`src/rtl/decode_operand_if.sv`:
```
// Handshake and bus bundle between the instruction source, the write-back
// path and the decode/operand stage.
// The master drives instructions, flush and write-back. The slave is the stage.
interface decode_operand_if #(parameter int DATA_W = 16);
  logic              in_valid;
  logic              in_ready;
  logic [15:0]       in_instr;
  logic              flush;
  logic              wb_en;
  logic [2:0]        wb_addr;
  logic [DATA_W-1:0] wb_data;
  logic              out_valid;
  logic              out_ready;
  logic [DATA_W-1:0] alu_a;
  logic [DATA_W-1:0] alu_b;
  logic [2:0]        alu_op;
  logic [2:0]        rd_addr;
  logic              rd_we;
  logic              illegal;

  modport master (
    output in_valid, in_instr, flush, wb_en, wb_addr, wb_data, out_ready,
    input  in_ready, out_valid, alu_a, alu_b, alu_op, rd_addr, rd_we, illegal
  );

  modport slave (
    input  in_valid, in_instr, flush, wb_en, wb_addr, wb_data, out_ready,
    output in_ready, out_valid, alu_a, alu_b, alu_op, rd_addr, rd_we, illegal
  );
endinterface

```
`src/rtl/decode_operand_stage.sv`:
```
// Decode / operand-fetch stage in front of the 16-bit ALU.
// Decodes one instruction word per accepted handshake. It reads an 8x16
// register file, with write-back bypass, and holds the result in a single
// output register that has no skid buffer.
module decode_operand_stage #(
  parameter int DATA_W   = 16,
  parameter bit ZERO_REG = 1'b1
) (
  input  logic            clk,
  input  logic            rst,
  decode_operand_if.slave bus
);

  logic [DATA_W-1:0] regfile_reg [8];

  logic              out_valid_reg;
  logic [DATA_W-1:0] alu_a_reg;
  logic [DATA_W-1:0] alu_b_reg;
  logic [2:0]        alu_op_reg;
  logic [2:0]        rd_addr_reg;
  logic              rd_we_reg;
  logic              illegal_reg;

  logic              in_ready_int;
  logic              capture;

  logic [2:0]        op;
  logic [2:0]        rd;
  logic [2:0]        rs1;
  logic [2:0]        rs2;
  logic [DATA_W-1:0] imm_ext;
  logic [DATA_W-1:0] rs1_val;
  logic [DATA_W-1:0] rs2_val;

  logic [DATA_W-1:0] alu_a_next;
  logic [DATA_W-1:0] alu_b_next;
  logic [2:0]        alu_op_next;
  logic [2:0]        rd_addr_next;
  logic              rd_we_next;
  logic              illegal_next;

  // Field extraction: the rs2 field overlaps the top of the immediate
  assign op      = bus.in_instr[15:13];
  assign rd      = bus.in_instr[12:10];
  assign rs1     = bus.in_instr[9:7];
  assign rs2     = bus.in_instr[6:4];
  assign imm_ext = {{(DATA_W-7){bus.in_instr[6]}}, bus.in_instr[6:0]};

  // A new word is taken when the output register is empty or is being drained.
  // Flush suppresses the capture but leaves in_ready unchanged.
  assign in_ready_int = !out_valid_reg | bus.out_ready;
  assign capture      = bus.in_valid & in_ready_int & !bus.flush;

  // Operand read with a hard-wired zero r0 and a same-cycle write-back bypass
  always_comb begin
    rs1_val = regfile_reg[rs1];
    rs2_val = regfile_reg[rs2];
    if (ZERO_REG && rs1 == 3'd0)
      rs1_val = '0;
    else if (bus.wb_en && bus.wb_addr == rs1)
      rs1_val = bus.wb_data;
    if (ZERO_REG && rs2 == 3'd0)
      rs2_val = '0;
    else if (bus.wb_en && bus.wb_addr == rs2)
      rs2_val = bus.wb_data;
  end

  // Decode table. Undefined opcodes pass through with zero operands so that
  // the ALU produces 0.
  always_comb begin
    alu_a_next   = '0;
    alu_b_next   = '0;
    alu_op_next  = op;
    rd_addr_next = rd;
    rd_we_next   = 1'b0;
    illegal_next = 1'b0;
    case (op)
      3'b000: begin
        alu_a_next = rs1_val;
        alu_b_next = rs2_val;
        rd_we_next = 1'b1;
      end
      3'b001, 3'b010: begin
        alu_a_next = rs1_val;
        alu_b_next = imm_ext;
        rd_we_next = 1'b1;
      end
      default: illegal_next = 1'b1;
    endcase
  end

  // Register file write-back. It is independent of the handshake and of flush.
  always_ff @(posedge clk or posedge rst) begin
    if (rst) begin
      for (int i = 0; i < 8; i++) regfile_reg[i] <= '0;
    end else if (bus.wb_en && !(ZERO_REG && bus.wb_addr == 3'd0)) begin
      regfile_reg[bus.wb_addr] <= bus.wb_data;
    end
  end

  // Output bundle register. Flush wins over capture, and a drain without
  // refill empties the register.
  always_ff @(posedge clk or posedge rst) begin
    if (rst) begin
      out_valid_reg <= 1'b0;
      alu_a_reg     <= '0;
      alu_b_reg     <= '0;
      alu_op_reg    <= '0;
      rd_addr_reg   <= '0;
      rd_we_reg     <= 1'b0;
      illegal_reg   <= 1'b0;
    end else begin
      if (bus.flush) begin
        out_valid_reg <= 1'b0;
      end else if (capture) begin
        out_valid_reg <= 1'b1;
        alu_a_reg     <= alu_a_next;
        alu_b_reg     <= alu_b_next;
        alu_op_reg    <= alu_op_next;
        rd_addr_reg   <= rd_addr_next;
        rd_we_reg     <= rd_we_next;
        illegal_reg   <= illegal_next;
      end else if (bus.out_ready) begin
        out_valid_reg <= 1'b0;
      end
    end
  end

  assign bus.in_ready  = in_ready_int;
  assign bus.out_valid = out_valid_reg;
  assign bus.alu_a     = alu_a_reg;
  assign bus.alu_b     = alu_b_reg;
  assign bus.alu_op    = alu_op_reg;
  assign bus.rd_addr   = rd_addr_reg;
  assign bus.rd_we     = rd_we_reg;
  assign bus.illegal   = illegal_reg;

endmodule

```
`src/flat_wrapper.sv`:
```
// flat-port wrapper written by rule: the top's interface ports become plain ports
module decode_operand_stage_flat 
#(
  parameter int DATA_W   = 16,
  parameter bit ZERO_REG = 1'b1
)
  (clk, rst, bus_in_valid, bus_in_instr, bus_flush, bus_wb_en, bus_wb_addr, bus_wb_data, bus_out_ready, bus_in_ready, bus_out_valid, bus_alu_a, bus_alu_b, bus_alu_op, bus_rd_addr, bus_rd_we, bus_illegal);
  decode_operand_if #(.DATA_W(DATA_W)) bus_i ();
  input  logic clk;
  input  logic rst;
  input wire logic [$bits(bus_i.in_valid)-1:0] bus_in_valid;
  input wire logic [$bits(bus_i.in_instr)-1:0] bus_in_instr;
  input wire logic [$bits(bus_i.flush)-1:0] bus_flush;
  input wire logic [$bits(bus_i.wb_en)-1:0] bus_wb_en;
  input wire logic [$bits(bus_i.wb_addr)-1:0] bus_wb_addr;
  input wire logic [$bits(bus_i.wb_data)-1:0] bus_wb_data;
  input wire logic [$bits(bus_i.out_ready)-1:0] bus_out_ready;
  output wire logic [$bits(bus_i.in_ready)-1:0] bus_in_ready;
  output wire logic [$bits(bus_i.out_valid)-1:0] bus_out_valid;
  output wire logic [$bits(bus_i.alu_a)-1:0] bus_alu_a;
  output wire logic [$bits(bus_i.alu_b)-1:0] bus_alu_b;
  output wire logic [$bits(bus_i.alu_op)-1:0] bus_alu_op;
  output wire logic [$bits(bus_i.rd_addr)-1:0] bus_rd_addr;
  output wire logic [$bits(bus_i.rd_we)-1:0] bus_rd_we;
  output wire logic [$bits(bus_i.illegal)-1:0] bus_illegal;
  assign bus_i.in_valid = bus_in_valid;
  assign bus_i.in_instr = bus_in_instr;
  assign bus_i.flush = bus_flush;
  assign bus_i.wb_en = bus_wb_en;
  assign bus_i.wb_addr = bus_wb_addr;
  assign bus_i.wb_data = bus_wb_data;
  assign bus_i.out_ready = bus_out_ready;
  assign bus_in_ready = bus_i.in_ready;
  assign bus_out_valid = bus_i.out_valid;
  assign bus_alu_a = bus_i.alu_a;
  assign bus_alu_b = bus_i.alu_b;
  assign bus_alu_op = bus_i.alu_op;
  assign bus_rd_addr = bus_i.rd_addr;
  assign bus_rd_we = bus_i.rd_we;
  assign bus_illegal = bus_i.illegal;
  decode_operand_stage #(.DATA_W(DATA_W), .ZERO_REG(ZERO_REG)) u_core (.clk(clk), .rst(rst), .bus(bus_i));
endmodule
```
`config.mk`:
```
export PLATFORM = sky130hd
export DESIGN_NAME = decode_operand_stage_flat
export DESIGN_NICKNAME = d
export VERILOG_FILES = /design/src/rtl/decode_operand_if.sv /design/src/rtl/decode_operand_stage.sv /design/src/flat_wrapper.sv
export SDC_FILE = /design/constraint.sdc
export NUM_CORES = 1
export LEC_CHECK = 0
export CORE_MARGIN = 5
export CORE_UTILIZATION = 56
export DETAILED_ROUTE_END_ITERATION = 8
export PLACE_DENSITY = 0.83
export SYNTH_ARGS = -nofsm -noshare
export SYNTH_HDL_FRONTEND = slang
export SYNTH_SLANG_ARGS = --single-unit
```
`constraint.sdc`:
```
create_clock -name clk -period 9.7 [get_ports clk]
set_clock_uncertainty 0.1 [all_clocks]
set_input_delay 2.91 -clock clk [delete_from_list [all_inputs] [get_ports clk]]
set_output_delay 2.91 -clock clk [all_outputs]
set_load 0.03 [all_outputs]
```
==> impl_results.md <==
- Worst Reg-to-Reg Cells: 4
- Number of global-route vias before repair: 6650
- Slew Limit Fails: 0
- Yosys warns: 0
- Crit-path slowest cell: clkdlybuf4s50_1
- Io pins: 83
- Slew HR: 20.1%
- Port bufs: 82
- Fin Setup TNS: 0 ps
- Synthesized flop and latch total: 169
- PostCTS Resize Cnt: 0
- Power Density: 202 nW/um^2
- Routed WL per cell: 24.0 um
- Max FFs per register: 128
- Number of synthesized flops with an enable pin: 0
- Die width: 134 um
- Remaining antenna violation count: 0
- Placed inst area: 9420 um^2
- Mapped Area: 8660 um^2
- Final instance area: 9960 um^2
- CTS sink count: 169
- Share of post-route cells with drive strength above 1: 21.8%
- Total Nets Final: 801
- Later-pin clock latency in the skew report: 430 ps
- Pin count of the biggest net entering global routing: 104
- CTS Buffer Depth: 2
- Top_reg_cell synth: dfrtp_1
- Netlist cell types: 49
- CP Capture Type: output pin
- Hold path depth: 0
- First-pass GRT wire length: 36400 um
- Final Cycle Share: 77.0%
- Die area: 18100 um^2
- Synthesis-to-finish area growth: 15.0%
- Outcome: completed
- Congestion Overflow GR: 0
- Antenna cells: 0
- CP Cell Sequence: clkdlybuf4s50_1 -> nand2b_1 -> clkdlybuf4s50_1
- Worst R2R End: u_core.bus.alu_a[11]$_DFFE_PP0P_
- HPWL after detailed placement: 13800 um
- Slew of the pin with the lowest slew margin: 1200 ps
- Root buffer cell: clkbuf_16
- RD Place Congestion: 0.813
- Hold Path Class: reg -> reg
- Initial antenna violation count: 0
- R2R setup slack: 7280 ps
- Critical path data arrival time: 4460 ps
- CP Launch Type: input pin
- Reg-to-Reg Start: u_core.bus.out_valid$_DFFE_PP0P_
- Core area: 15200 um^2
- Core Rows: 45
- Commonest non-fill, non-tap cells in the layout: 169 x dfrtp_1, 111 x nand2_1, 80 x clkdlybuf4s50_1, 64 x o21ai_0, 50 x mux2_2
- Final setup violation count: 0
- CP Max Fanout: 10
- Worst VDD drop: 0.135 mV
- Commonest non-fill, non-tap cell in the layout: dfrtp_1
- Starting Density: 57.0%
- Drt via density: 6.64
- Remaining DRCs: 0
- Initial DRC Count: 602
- Setup CP Type: in -> out
- Post-synthesis sequential area ratio: 48.8%
- Chip height: 134 um
- DRT Pass-1 Iters: 5
- Synthesized instance count: 721
- Post-CTS Setup Bufs: 0
- CP most frequent cell: clkdlybuf4s50_1
- Clock transition at the registers of the reported paths: 60 ps
- Hold_buf cts: 0
- Maxcap violations: 0
- Mapped Avg Cell Area: 12.0 um^2
- Post-synth ARST share: 100%
- H-tree Lvls: 4
- Total Routing Usage GR: 26.4%
- Req. time, crit path: 6690 ps
- CTS buffer count: 17
- DRT Wirelength: 23000 um
- Maximum clock rate: 134 MHz
- Period minus WS final: 7470 ps
- Via count: 6375
- Final hold vios: 0
- Lkg Pwr: 0.00431 uW
- Min-delay src: u_core.regfile_reg[127]$_DFFE_PP0P_
- Hold endpoint: u_core.regfile_reg[127]$_DFFE_PP0P_
- Synth Net Count: 762
- CTS tree: built
- RSZ-0062 raised after global routing: no
- Max incr delay on CP: 750 ps
-- stage by stage --
step	power (uW)	cells	hold slack, ps	utilization [%]	setup WS (ps)
CTS	2010	960	285	65.5	2240
global placement	1350	929	263	61.9	2230
finish	2010	960	292	65.5	2230
floorplan	1220	721	325	-	2110
global route	2090	960	296	65.5	2160
detailed placement	1380	929	267	61.9	2240
-- critical path, delay by kind of cell --
| kind | cells | cell delay [ps] |
|---|---|---|
| and+or+nand+nor | 1 | 350 |
| buffers and inverters | 2 | 1190 |
-- logic make-up after synthesis --
family | share of synthesized area (%)
mux | 24.4
compound gates | 11.8
simple gates | 8.39
flops | 48.8
xor+xnor | 0.708
buf+inv | 5.78
-- worst max path at each step --
stage	startpoint	to	slack, ps	cells after the start
after floorplan	rst	u_core.bus.alu_a[0]$_DFFE_PP0P_	2110	1
after global placement	bus_out_ready	bus_in_ready	2230	3
after detailed placement	bus_out_ready	bus_in_ready	2240	3
after CTS	bus_out_ready	bus_in_ready	2240	3
after global routing	bus_out_ready	bus_in_ready	2160	3
final	bus_out_ready	bus_in_ready	2230	3
-- power by group --
part           total, uW  switching (uW)  leakage [uW]  internal [uW]
clock network        629             271      0.000264            358
registers            916            90.6       0.00214            825
logic                464             234       0.00191            230
total               2010             596       0.00431           1410
-- final cells by class --
| class | instances | area [um^2] |
|---|---|---|
| sequential | 169 | 4230 |
| clock buffer | 24 | 502 |
| inverter | 19 | 76.3 |
| clock inverter | 7 | 42.5 |
| timing repair buffer | 95 | 908 |
| multi-input combinational | 458 | 3970 |
| fill | 1050 | 5240 |
| tap | 188 | 235 |
-- cells in the mapped netlist, types with 2 or more instances --
| master | count | area (um^2) |
|---|---|---|
| buf_12 | 2 | 40.0 |
| mux2i_1 | 45 | 450 |
| o31ai_1 | 4 | 30.0 |
| nor3_1 | 2 | 10.0 |
| a211oi_2 | 3 | 37.5 |
| buf_4 | 11 | 82.6 |
| a221oi_1 | 2 | 17.5 |
| clkbuf_1 | 36 | 135 |
| nand4_1 | 3 | 18.8 |
| xnor2_1 | 7 | 61.3 |
| a31oi_1 | 5 | 31.3 |
| nor2b_1 | 2 | 12.5 |
| and2_1 | 6 | 37.5 |
| dfrtp_1 | 169 | 4230 |
| a21oi_1 | 16 | 80.1 |
| o211ai_1 | 3 | 22.5 |
| nor4bb_1 | 2 | 20.0 |
| o22ai_1 | 7 | 43.8 |
| inv_1 | 18 | 67.6 |
| and3_1 | 2 | 12.5 |
| nand4b_1 | 3 | 26.3 |
| buf_6 | 5 | 56.3 |
| buf_2 | 20 | 100 |
| o21ai_0 | 64 | 320 |
| o221ai_2 | 10 | 150 |
| a21boi_0 | 4 | 30.0 |
| mux4_2 | 49 | 1100 |
| nor2_1 | 9 | 33.8 |
| o221ai_1 | 8 | 70.1 |
| nand3_1 | 8 | 40.0 |
| mux2_2 | 50 | 563 |
| nand2_1 | 111 | 417 |
| a22oi_1 | 14 | 105 |
| a211oi_1 | 6 | 45.0 |
-- per-layer routing --
| metal | share of wire, % | vias up | track usage [%] | routed length, um |
|---|---|---|---|---|
| li1 | - | 2714 | - | - |
| met1 | 39 | 3220 | 34.5 | 8890 |
| met2 | 48 | 377 | 41.8 | 11200 |
| met3 | 9.3 | 64 | 7.01 | 2140 |
| met4 | 3.7 | 0 | 12.0 | 860 |
| met5 | 0 | - | 0 | 0 |
(Power assumes the default switching activity.)
